### config.mk
export PLATFORM = sky130hd
export DESIGN_NAME = device_bus_router
export DESIGN_NICKNAME = d
export VERILOG_FILES = /design/src/rtl/device_bus_router.sv
export SDC_FILE = /design/constraint.sdc
export NUM_CORES = 1
export LEC_CHECK = 0
export CORE_AREA = 2 2 124 126
export CTS_CLUSTER_SIZE = 30
export DETAILED_ROUTE_END_ITERATION = 8
export DIE_AREA = 0 0 126 128
export PLACE_DENSITY = 0.82
export RECOVER_POWER = 25
export SLEW_MARGIN = 10
export SYNTH_ARGS = -nofsm -noshare
export SYNTH_HDL_FRONTEND = slang
export SYNTH_SLANG_ARGS = --single-unit
### constraint.sdc
create_clock -name clk -period 7.2 [get_ports clk]
set_clock_uncertainty 0.2 [all_clocks]
set_input_delay 1.08 -clock clk [delete_from_list [all_inputs] [get_ports clk]]
set_output_delay 1.08 -clock clk [all_outputs]
set_load 0.005 [all_outputs]
### src/rtl/device_bus_router.sv
// rtl/device_bus_router.sv - single-master, N-slave device bus router
// Decodes a core request against an ID table, strobes one slave, and returns its data or an error.
module device_bus_router #(
  parameter int                 XLEN    = 32,
  parameter int                 N_DEV   = 4,
  parameter logic [N_DEV*4-1:0] DEV_IDS = {4'h6, 4'h4, 4'h2, 4'h0},
  parameter logic [1:0]         REGION  = 2'b11,
  parameter int                 TIMEOUT = 255
) (
  input  logic                  clk,
  input  logic                  rst_n,
  input  logic                  S_DEVICE_strobe_i,
  input  logic [XLEN-1:0]       S_DEVICE_addr_i,
  input  logic                  S_DEVICE_rw_i,
  input  logic [XLEN/8-1:0]     S_DEVICE_byte_enable_i,
  input  logic [XLEN-1:0]       S_DEVICE_data_i,
  output logic                  S_DEVICE_data_ready_o,
  output logic [XLEN-1:0]       S_DEVICE_data_o,
  output logic                  S_DEVICE_error_o,
  output logic [N_DEV-1:0]      M_strobe_o,
  output logic [XLEN-1:0]       M_addr_o,
  output logic                  M_rw_o,
  output logic [XLEN/8-1:0]     M_byte_enable_o,
  output logic [XLEN-1:0]       M_data_o,
  input  logic [N_DEV-1:0]      M_data_ready_i,
  input  logic [N_DEV*XLEN-1:0] M_data_i,
  output logic [7:0]            err_count_o
);

  localparam int SW = (N_DEV > 1) ? $clog2(N_DEV) : 1;
  localparam int CW = $clog2(TIMEOUT + 1);
  // The WAIT counter holds (cycle number - 1), so the last chance is at TIMEOUT-1.
  localparam logic [CW-1:0] CNT_LAST = CW'(TIMEOUT - 1);

  typedef enum logic [1:0] {IDLE, ISSUE, WAIT, RESP} state_t;

  state_t              state, state_n;
  logic [SW-1:0]       sel, sel_n, hit_sel;
  logic                hit;
  logic [CW-1:0]       cnt, cnt_n;
  logic [XLEN-1:0]     m_addr, m_addr_n, m_data, m_data_n, rdata, rdata_n;
  logic                m_rw, m_rw_n;
  logic [XLEN/8-1:0]   m_be, m_be_n;
  logic [N_DEV-1:0]    strobe, strobe_n;
  logic                ready, ready_n, err, err_n;
  logic [7:0]          err_cnt, err_cnt_n;
  logic                sel_ready;
  logic [XLEN-1:0]     sel_data;

  function automatic logic [7:0] sat_inc(input logic [7:0] v);
    return (v == 8'hFF) ? v : v + 8'd1;
  endfunction

  // Scan from the top slot down so the lowest matching slot is the one kept.
  always_comb begin
    hit     = 1'b0;
    hit_sel = '0;
    for (int k = N_DEV - 1; k >= 0; k--) begin
      if (S_DEVICE_addr_i[31:30] == REGION && S_DEVICE_addr_i[27:24] == DEV_IDS[4*k +: 4]) begin
        hit     = 1'b1;
        hit_sel = SW'(k);
      end
    end
  end

  assign sel_ready = M_data_ready_i[sel];
  assign sel_data  = M_data_i[XLEN*sel +: XLEN];

  always_comb begin
    state_n   = state;
    sel_n     = sel;
    cnt_n     = cnt;
    m_addr_n  = m_addr;
    m_rw_n    = m_rw;
    m_be_n    = m_be;
    m_data_n  = m_data;
    rdata_n   = rdata;
    strobe_n  = '0;
    ready_n   = 1'b0;
    err_n     = 1'b0;
    err_cnt_n = err_cnt;
    case (state)
      IDLE: begin
        if (S_DEVICE_strobe_i) begin
          m_addr_n = S_DEVICE_addr_i;
          m_rw_n   = S_DEVICE_rw_i;
          m_be_n   = S_DEVICE_byte_enable_i;
          m_data_n = S_DEVICE_data_i;
          if (hit) begin
            sel_n    = hit_sel;
            strobe_n = N_DEV'(1) << hit_sel;
            state_n  = ISSUE;
          end else begin
            ready_n   = 1'b1;
            err_n     = 1'b1;
            rdata_n   = '0;
            err_cnt_n = sat_inc(err_cnt);
            state_n   = RESP;
          end
        end
      end
      ISSUE: begin
        cnt_n = CW'(1);
        if (sel_ready) begin
          ready_n = 1'b1;
          rdata_n = sel_data;
          state_n = RESP;
        end else if (TIMEOUT == 1) begin
          ready_n   = 1'b1;
          err_n     = 1'b1;
          rdata_n   = '0;
          err_cnt_n = sat_inc(err_cnt);
          state_n   = RESP;
        end else begin
          state_n = WAIT;
        end
      end
      WAIT: begin
        if (sel_ready) begin
          ready_n = 1'b1;
          rdata_n = sel_data;
          state_n = RESP;
        end else if (cnt == CNT_LAST) begin
          ready_n   = 1'b1;
          err_n     = 1'b1;
          rdata_n   = '0;
          err_cnt_n = sat_inc(err_cnt);
          state_n   = RESP;
        end else begin
          cnt_n = cnt + CW'(1);
        end
      end
      RESP: begin
        state_n = IDLE;
      end
      default: begin
        state_n = IDLE;
      end
    endcase
  end

  always_ff @(posedge clk) begin
    if (!rst_n) begin
      state   <= IDLE;
      sel     <= '0;
      cnt     <= '0;
      m_addr  <= '0;
      m_rw    <= 1'b0;
      m_be    <= '0;
      m_data  <= '0;
      rdata   <= '0;
      strobe  <= '0;
      ready   <= 1'b0;
      err     <= 1'b0;
      err_cnt <= '0;
    end else begin
      state   <= state_n;
      sel     <= sel_n;
      cnt     <= cnt_n;
      m_addr  <= m_addr_n;
      m_rw    <= m_rw_n;
      m_be    <= m_be_n;
      m_data  <= m_data_n;
      rdata   <= rdata_n;
      strobe  <= strobe_n;
      ready   <= ready_n;
      err     <= err_n;
      err_cnt <= err_cnt_n;
    end
  end

  assign S_DEVICE_data_ready_o = ready;
  assign S_DEVICE_error_o      = err;
  assign S_DEVICE_data_o       = rdata;
  assign M_strobe_o            = strobe;
  assign M_addr_o              = m_addr;
  assign M_rw_o                = m_rw;
  assign M_byte_enable_o       = m_be;
  assign M_data_o              = m_data;
  assign err_count_o           = err_cnt;

endmodule

# After elaboration in Yosys (flattened, before gate mapping)
# Cells that the tools add are included.
dict set report totals {
  input_bits 204
  reg_bits 127
  output_inout_bits 115
  wordCells 88
}
dict set report op_classes {
  eq_ne 16
  add_sub_neg 2
  order_cmp 1
  n_reduce_logical 16
  n_shift 2
  muxes 39
}
# cell count
set ops {}
lappend ops {{two-way mux 32 bit} 5}
lappend ops {{variable part select 128 x 8 -> 32 bit} 1}
lappend ops {{one-hot mux 32 bit (3 select lines)} 1}
lappend ops {{two-way mux 8 bit} 7}
lappend ops {{one-hot mux 8 bit (2 select lines)} 2}
lappend ops {{adder 8 x 1 -> 8 bit, second input constant} 2}
lappend ops {{== test 8 bit, second input constant} 2}
lappend ops {{two-way mux 2 bit} 8}
lappend ops {{two-way mux 1 bit} 12}
lappend ops {{!= test 2 bit, second input constant} 6}
lappend ops {{AND reduction 5 bit} 2}
lappend ops {{== test 4 x 3 -> 1 bit, second input constant} 2}
lappend ops {{one-hot mux 2 bit (4 select lines)} 1}
lappend ops {{== test 2 bit, second input constant} 3}
lappend ops {{AND reduction 3 bit} 2}
lappend ops {{== test 4 x 2 -> 1 bit, second input constant} 1}
lappend ops {{logical AND 1 bit} 4}
lappend ops {{logical NOT 4 bit} 1}
lappend ops {{AND reduction 2 bit} 2}
lappend ops {{AND reduction 4 bit} 1}
lappend ops {{nonzero test 2 bit} 2}
lappend ops {{<< shifter 1 x 2 -> 4 bit, first input constant} 1}
lappend ops {{< comparator 2 x 3 -> 1 bit, second input constant} 1}
lappend ops {{!= test 3 bit, second input constant} 1}
lappend ops {{other kinds (6)} 6}

# Longest topological paths before layout
# Gate-level depths: netlist of the first run.
dict set report logic_depth {
  ltp_word 9
  ltp_mapped 8
  depth_no_buf 6
}

# Least setup slack after synthesis of the first run
# Ideal clock, no wire load.
dict set report synth_path {
  path_kind {input to register}
  from {input port M_data_ready_i[3]}
  to {register err_cnt[3], in the netlist err_count_o[3]}
  setup_ns 0.070
  setup_slack_ns 4.255
  required_ns 6.930
  arrival_time_ns 2.675
  n_path_buf 1
  path_stages 5
  path_cell_list {mux4_2 o31a_1 buf_6 or4_1 a21boi_1}
}
dict set report synth_between {
  elab_chain_len 4
}
# item line
set synth_rtl {}
lappend synth_rtl {{start: declaration} 25} ;# input logic [N_DEV-1:0] M_data_ready_i,
lappend synth_rtl {{binary-select mux 1 bit (select 2 bit)} 66} ;# assign sel_ready = M_data_ready_i[sel];
lappend synth_rtl {{two-way mux 1 bit (implied by the code)} 66}
lappend synth_rtl {{!= test 2 bit (no source line)} --}
lappend synth_rtl {{AND reduction 5 bit (no source line)} --}
lappend synth_rtl {{end signal: assignment} 168} ;# err_cnt <= err_cnt_n;
lappend synth_rtl {{end: declaration} 46} ;# logic [7:0] err_cnt, err_cnt_n;
# Every way passes these cells. The select of a mux whose other input is x is not followed.
# A chain may end at the register's enable or synchronous reset.

# Worst setup path in the final report of the first run
dict set report layout_path {
  from {input port S_DEVICE_strobe_i}
  to {register strobe[2], in the netlist M_strobe_o[2]}
}
dict set report layout_between {
  elab_chain_len 1
}
# item line
set layout_rtl {}
lappend layout_rtl {{start: declaration} 12} ;# input logic S_DEVICE_strobe_i,
lappend layout_rtl {{AND reduction 4 bit (no source line)} --}
lappend layout_rtl {{end signal: assignment} 165} ;# strobe <= strobe_n;
lappend layout_rtl {{end: declaration} 44} ;# logic [N_DEV-1:0] strobe, strobe_n;
# Every way passes these cells.

==> metrics.log, run 1 <==
[metrics] category of the most critical setup path: primary input to register
[metrics] fillers: 1190
[metrics] DRC viols: 0
[metrics] routability cong.: 0.8391
[metrics] RSZ-0062 raised after global routing: false
[metrics] net count after synthesis: 853
[metrics] Antenna Nets Post-Route: 0
[metrics] Netlist Area Pre-Place: 5916 µm²
[metrics] area of the core: 14860 µm²
[metrics] die width: 126 µm
[metrics] mean cell area of the mapped netlist: 9.214 µm²
[metrics] number of buffers added for setup after CTS: 0
[metrics] full die area: 16130 µm²
[metrics] Required @ worst endpoint: 7.32 ns
[metrics] total grt overflow: 0
[metrics] wire length of the first global-routing pass: roughly 29 mm
[metrics] number of endpoints with negative hold slack in the final report: 0
[metrics] detail-routed via count per cell: between 5 and 6
[metrics] Worst EP arrival: 4.82 ns
[metrics] flop2flop setup slack: 2.92 ns
[metrics] DRC marker count from the first detailed-route iteration: 271
[metrics] max incr delay on CP: approximately 2.2 ns
[metrics] number of inserted diodes: 0
[metrics] number of cells produced by synthesis: 642
[metrics] Critical Path Fanout Max: 73
[metrics] Worst path depth: 5
[metrics] capturing instance or port of the critical path: M_strobe_o[2]$_SDFF_PN0_
[metrics] number of antenna violations at the first check in global routing: 1
[metrics] failing checks: max-capacitance violations, max-slew violations
[metrics] setup total negative slack: 0 ns
[metrics] Hold Startpoint: S_DEVICE_data_o[15]$_SDFFE_PN0P_
[metrics] clock root buffer master: clkbuf_16
[metrics] number of synthesized register bits: 127
[metrics] iteration count of the initial detailed-routing pass: 4
[metrics] TritonCTS buffer count: 17
[metrics] synth unique cells: 42
[metrics] share of synthesized registers carrying an async set or reset: 0%
[metrics] DP Cell Count: approximately 1100
[metrics] part of the Yosys area used for sequential elements: 42.98%
[metrics] time the worst path needs with I/O delays and setup: 4.708 ns
[metrics] slowest stage cell on the critical path: clkbuf_1
[metrics] crit-path cells: dlygate4sd3_1, and2_2, clkbuf_1, nand3_1, nor3_1
[metrics] Hold Buf Count CTS: 0
[metrics] Skew-Pair Late Insertion Delay: just over 0.4 ns
[metrics] area growth from synthesis to layout: 65.57%
[metrics] effective utilization at floorplan: 39.80%
[metrics] Peak Freq: approximately 210 MHz
[metrics] max capacitance violation total: 1
[metrics] GR met2 Demand/Resource: 38.30%
[metrics] site row count: between 40 and 50
[metrics] CTS H-Tree Depth: 4
[metrics] layout cell share with drive strength beyond 1: 7.911%
[metrics] via count of the first global-routing pass: 5680
[metrics] total routed wirelength: 18.54 mm
[metrics] # nets final: 1146
[metrics] busiest layer in global routing: met2
[metrics] largest vdd supply drop: between 0.00015 and 0.0002 V
[metrics] maximum number of pins on one net before global-route repair: between 90 and 100
[metrics] Max-slew headroom: -111.1%
[metrics] number of flops mapped to enable cells by yosys: 0
[metrics] static leakage: 3.670 nW
[metrics] launch point of the worst path: S_DEVICE_strobe_i
[metrics] buffers plus inverters on the worst setup path: 2
[metrics] finished layout cell area: 9794 µm²
[metrics] clock tree from TritonCTS: done
[metrics] Post-Layout Cell Count: roughly 1100
[metrics] hold crit path type: register to register
[metrics] vias after detailed routing: approximately 5800
[metrics] dominant register cell in the synthesized netlist: dfxtp_1
[metrics] Post-DP HPWL: 13.67 mm
[metrics] power density relative to cell area: 261.0 nW/µm²
[metrics] wire length per cell: 16.32 µm
[metrics] result of the run: finished with violations
[metrics] quantity of I/O buffers inserted on ports: 318
[metrics] Tot GR Track Use: 22.45%
[metrics] clock net sink count: 127
[metrics] worst flop-to-flop path endpoint: M_strobe_o[2]$_SDFF_PN0_
[metrics] number of buffers between clock root and the deepest sink: 2
[metrics] critical register-to-register path startpoint: state[0]$_SDFFE_PN0P_
[metrics] most common library cell in the layout ignoring fill and taps: clkdlybuf4s50_1
[metrics] logic depth of the worst register-to-register path: 6
[metrics] startpoint class of the critical path: primary input
[metrics] number of setup violations in the final report: 0
[metrics] cell class contributing the biggest share of worst-path delay: buffers and inverters
[metrics] Final Cycle Share: between 60 and 70%
[metrics] type of destination of the critical path: register
[metrics] Clk pin slew, worst setup/hold paths: 0.05 ns
[metrics] Final Hold Slack: between 0.2 and 0.3 ns
[metrics] Worst-Margin Slew: 3.166 ns
[metrics] Global Route met1 Usage: 27.11%
[metrics] vertical die dimension: 128 µm
[metrics] I/O pin cnt: 319
[metrics] pins over their slew limit: 74
[metrics] most used cells in the layout excluding fill and tap cells: clkdlybuf4s50_1, nand2_1, dfxtp_1
[metrics] placed cell area: 9183 µm²
[metrics] met3 capacity usage during global routing: 6.594%
[metrics] warning count from the yosys run: 0
[metrics] CTS-repair resized insts: 0
## cells in the mapped netlist (7+ instances only)
| master | n | area [µm²] |
|---|---|---|
| mux4_2 | 33 | 743.2 |
| nor3_1 | 7 | 35.03 |
| dfxtp_1 | 127 | 2542 |
| nand2_1 | 221 | 829.6 |
| nand3_1 | 9 | 45.04 |
| a21boi_0 | 72 | 540.5 |
| clkbuf_1 | 43 | 161.4 |
| mux2i_1 | 37 | 370.4 |
| a21oi_1 | 8 | 40.04 |
| inv_1 | 8 | 30.03 |
| and3_1 | 7 | 43.79 |
| ha_1 | 7 | 87.58 |
## report_power, final
group          internal [W]  switching (W)
registers          0.000818      0.0000594
clock network      0.000563       0.000316
logic              0.000430       0.000371
## how the worst min path moves through the flow
stage / to / slack (ns) / depth (start not counted)
3_5_place_dp: S_DEVICE_data_o[31]$_SDFFE_PN0P_ / 0.25 / 2
5_1_grt: S_DEVICE_data_o[19]$_SDFFE_PN0P_ / 0.28 / 2
6_report: S_DEVICE_data_o[15]$_SDFFE_PN0P_ / 0.25 / 2
3_3_place_gp: S_DEVICE_data_o[11]$_SDFFE_PN0P_ / 0.24 / 2
4_1_cts: S_DEVICE_data_o[15]$_SDFFE_PN0P_ / 0.26 / 2
2_1_floorplan: S_DEVICE_data_o[20]$_SDFFE_PN0P_ / 0.25 / 2
## through the flow
step / power [W] / util [%] / setup WS, ns
3_3_place_gp: 0.001694 / 61.78 / 3.278
5_1_grt: 0.002696 / 65.89 / 2.106
6_report: 0.002557 / 65.89 / 2.493
3_5_place_dp: 0.001706 / 61.78 / 3.206
2_1_floorplan: 0.001287 / - / 4.255
4_1_cts: 0.002594 / 65.92 / 3.621
## cell families after synthesis
logic type | count (synthesis) | share of synthesized area, %
adder cells (fa/ha/maj) | 7 | 1.480
AND/OR/NAND/NOR | 272 | 19.27
AO/OA/AOI/OAI | 109 | 13.52
buffers and inverters | 57 | 3.934
flip-flops | 127 | 42.98
multiplexers | 70 | 18.82
## state kept, by name, indices dropped and copies added, names as in the netlist, 2 cells and up
| name | count |
|---|---|
| sel | 2 |
| M_strobe_o | 4 |
| err_count_o | 8 |
| state | 2 |
| cnt | 8 |
| M_data_o | 32 |
| M_byte_enable_o | 4 |
| M_addr_o | 32 |
| S_DEVICE_data_o | 32 |
## per-layer routing
| layer | vias up | wire length, µm | part of all wire (%) |
|---|---|---|---|
| met5 | - | 0 | 0 |
| met4 | 0 | 409 | 2.2 |
| met3 | 26 | 1103 | 5.9 |
| met2 | 190 | 9649 | 52 |
| met1 | 2724 | 7380 | 40 |
| li1 | 2813 | - | - |
## worst reg2reg max path: stages (launching register included)
cell      delay [ns]
dfxtp_1         0.32
inv_1           0.13
ha_1            0.35
and2_2          0.19
clkbuf_1        2.22
nand3_1         0.52
nor3_1          0.27
## final cells by class
class / count / area, µm² / share of cell area [%]
multi-input combinational: 458 / 3156 / 32.22
sequential: 127 / 2544 / 25.97
inverter: 8 / 30.03 / 0.3066
tap: 188 / 235.2 / 2.402
clock buffer: 19 / 452.9 / 4.624
clock inverter: 13 / 162.7 / 1.661
timing repair buffer: 323 / 3214 / 32.82
Note: power is estimated with default switching activity, not from simulation.
==> inputs of run 2 (changes only) <==
- CORE_AREA: 2 2 124 126 -> default
- CORE_MARGIN: default -> 2
- CORE_UTILIZATION: default -> 40
- DIE_AREA: 0 0 126 128 -> default
- clock period: 7.2 -> 4.86 ns (I/O delays scaled with it)
==> run 2 against run 1 <==
Compared with the run above:
- worst hold slack got worse by 0.0023 ns
- critical endpoint is now S_DEVICE_data_o[14]$_SDFFE_PN0P_
- largest cell class unchanged
- combinational power increased by 46%
- highest routed layer unchanged
- design area increased by 0.74%
- power is 52% higher
- wire length rose by 1.2%
- clock power rose by 60%
- final cell count is the same
- die area decreased by 2.2%
- the run now ends clean
- global-route usage increased by 1.4 points
- sequential power grew 48%
==> metrics.log, run 2 (synthesis results as in run 1) <==
[metrics] clock root buffer master: clkbuf_16
[metrics] detail-routed via count per cell: 5.034
[metrics] Worst-Margin Slew: 0.9748 ns
[metrics] total routed wirelength: 18.76 mm
[metrics] crit-path cells: clkdlybuf4s50_1, mux4_2, a211o_1, nand3_2, buf_4, mux2i_1
[metrics] layout cell share with drive strength beyond 1: 8.403%
[metrics] max incr delay on CP: 0.59 ns
[metrics] number of antenna violations at the first check in global routing: 0
[metrics] wire length of the first global-routing pass: 29.97 mm
[metrics] DRC viols: 0
[metrics] cell class contributing the biggest share of worst-path delay: buffers and inverters
[metrics] result of the run: completed
[metrics] Worst EP arrival: a little over 3 ns
[metrics] RSZ-0062 raised after global routing: false
[metrics] most used cells in the layout excluding fill and tap cells: clkdlybuf4s50_1, nand2_1, dfxtp_1
[metrics] Final Cycle Share: 59.68%
[metrics] number of buffers added for setup after CTS: 0
[metrics] area of the multi-input gates: 3156 µm²
[metrics] area growth from synthesis to layout: 66.79%
[metrics] total grt overflow: 0
[metrics] type of destination of the critical path: register
[metrics] static leakage: between 3 and 4 nW
[metrics] DRC marker count from the first detailed-route iteration: ~240
[metrics] Required @ worst endpoint: 4.99 ns
[metrics] Post-DP HPWL: 13.85 mm
[metrics] full die area: 15780 µm²
[metrics] most common library cell in the layout ignoring fill and taps: clkdlybuf4s50_1
[metrics] fillers: 1119
[metrics] site row count: 44
[metrics] number of setup violations in the final report: 0
[metrics] die width: ~130 µm
[metrics] power density relative to cell area: just under 400 nW/µm²
[metrics] max capacitance violation total: 0
[metrics] pins over their slew limit: 0
[metrics] Clk pin slew, worst setup/hold paths: about 0.060 ns
[metrics] via count of the first global-routing pass: 5877
[metrics] slowest stage cell on the critical path: mux4_2
[metrics] launch point of the worst path: M_data_ready_i[3]
[metrics] TritonCTS buffer count: 17
[metrics] Hold Buf Count CTS: 0
[metrics] number of buffers between clock root and the deepest sink: 2
[metrics] CTS H-Tree Depth: 4
[metrics] critical register-to-register path startpoint: state[0]$_SDFFE_PN0P_
[metrics] vias after detailed routing: between 5000 and 6000
[metrics] area of the core: 14480 µm²
[metrics] Reg area: 2544 µm²
[metrics] clock tree from TritonCTS: done
[metrics] setup total negative slack: 0 ns
[metrics] # nets final: 1150
[metrics] WL met3: 1.066 mm
[metrics] hold crit path type: register to register
[metrics] Peak Freq: roughly 340 MHz
[metrics] Max-slew headroom: 35.01%
[metrics] number of endpoints with negative hold slack in the final report: 0
[metrics] Skew-Pair Late Insertion Delay: 0.41 ns
[metrics] routability cong.: 0.8743
[metrics] logic depth of the worst register-to-register path: 6
[metrics] iteration count of the initial detailed-routing pass: 4
[metrics] I/O pin cnt: 319
[metrics] flop2flop setup slack: 2.27 ns
[metrics] Post-Layout Cell Count: approximately 1100
[metrics] CTS-repair resized insts: 0
[metrics] vertical die dimension: between 100 and 150 µm
[metrics] number of inserted diodes: 0
[metrics] Tot GR Track Use: between 20% and 30%
[metrics] WL met2: 9.693 mm
[metrics] wire length per cell: 16.52 µm
[metrics] worst flop-to-flop path endpoint: M_data_o[26]$_SDFFE_PN0P_
[metrics] Top Layer Used: met4
[metrics] Antenna Nets Post-Route: 0
[metrics] category of the most critical setup path: primary input to register
[metrics] Worst path depth: 6
[metrics] Final Hold Slack: 0.2526 ns
[metrics] largest vdd supply drop: 0.0002453 V
[metrics] startpoint class of the critical path: primary input
[metrics] capturing instance or port of the critical path: S_DEVICE_data_o[14]$_SDFFE_PN0P_
[metrics] quantity of I/O buffers inserted on ports: 318
[metrics] clock net sink count: 127
[metrics] effective utilization at floorplan: 40.86%
[metrics] buffers plus inverters on the worst setup path: 2
[metrics] routed metal-1 wire length: 7.506 mm
[metrics] DP Cell Count: around 1100
[metrics] maximum number of pins on one net before global-route repair: 82
[metrics] Critical Path Fanout Max: 32
[metrics] time the worst path needs with I/O delays and setup: 2.901 ns
==> run 2: cell type report <==
type                       count  area share (%)
clock buffer                  17           4.311
clock inverter                15           2.371
inverter                       8          0.3043
multi-input combinational    458           31.98
sequential                   127           25.78
tap                          184           2.333
timing repair buffer         327           32.92
==> run 2: how the worst min path moves through the flow <==
stage	start	to	slack (ns)	cells after the start
floorplan	S_DEVICE_data_o[20]$_SDFFE_PN0P_	S_DEVICE_data_o[20]$_SDFFE_PN0P_	0.25	2
detailed placement	S_DEVICE_data_o[4]$_SDFFE_PN0P_	S_DEVICE_data_o[4]$_SDFFE_PN0P_	0.25	2
global route	S_DEVICE_data_o[12]$_SDFFE_PN0P_	S_DEVICE_data_o[12]$_SDFFE_PN0P_	0.28	2
CTS	S_DEVICE_data_o[4]$_SDFFE_PN0P_	S_DEVICE_data_o[4]$_SDFFE_PN0P_	0.26	2
finish	S_DEVICE_data_o[4]$_SDFFE_PN0P_	S_DEVICE_data_o[4]$_SDFFE_PN0P_	0.25	2
global placement	S_DEVICE_data_o[31]$_SDFFE_PN0P_	S_DEVICE_data_o[31]$_SDFFE_PN0P_	0.24	2
==> run 2: worst min-delay path: cells and delay by family, from the launching register on <==
family | cells | cell delay (ns)
DFF | 1 | 0.30
muxes | 1 | 0.05
and+or+nand+nor | 1 | 0.05
==> run 2: routing by layer <==
metal | up-vias | global-route usage [%]
met5 | - | 0
met4 | 0 | 9.150
met3 | 32 | 6.500
met2 | 199 | 41.65
met1 | 2664 | 27.85
li1 | 2824 | -
==> run 2: power by group <==
| group | internal [W] | total [W] | switching (W) |
|---|---|---|---|
| combinational | 0.000621 | 0.00117 | 0.000552 |
| sequential | 0.00121 | 0.00130 | 0.0000895 |
| clock | 0.000919 | 0.00141 | 0.000486 |
| total | 0.00275 | 0.00388 | 0.00113 |
==> run 2: metrics by stage <==
stage / utilization [%] / instance area (µm²) / total power [W] / worst slack, ns
final: 68.15 / 9867 / 0.003879 / 1.959
after global routing: 68.15 / 9867 / 0.004082 / 1.863
after CTS: 68.15 / 9867 / 0.003954 / 1.986
after detailed placement: 63.59 / 9208 / 0.002533 / 1.551
after global placement: 63.59 / 9208 / 0.002509 / 1.608
after floorplan: - / 5916 / 0.001907 / 2.266
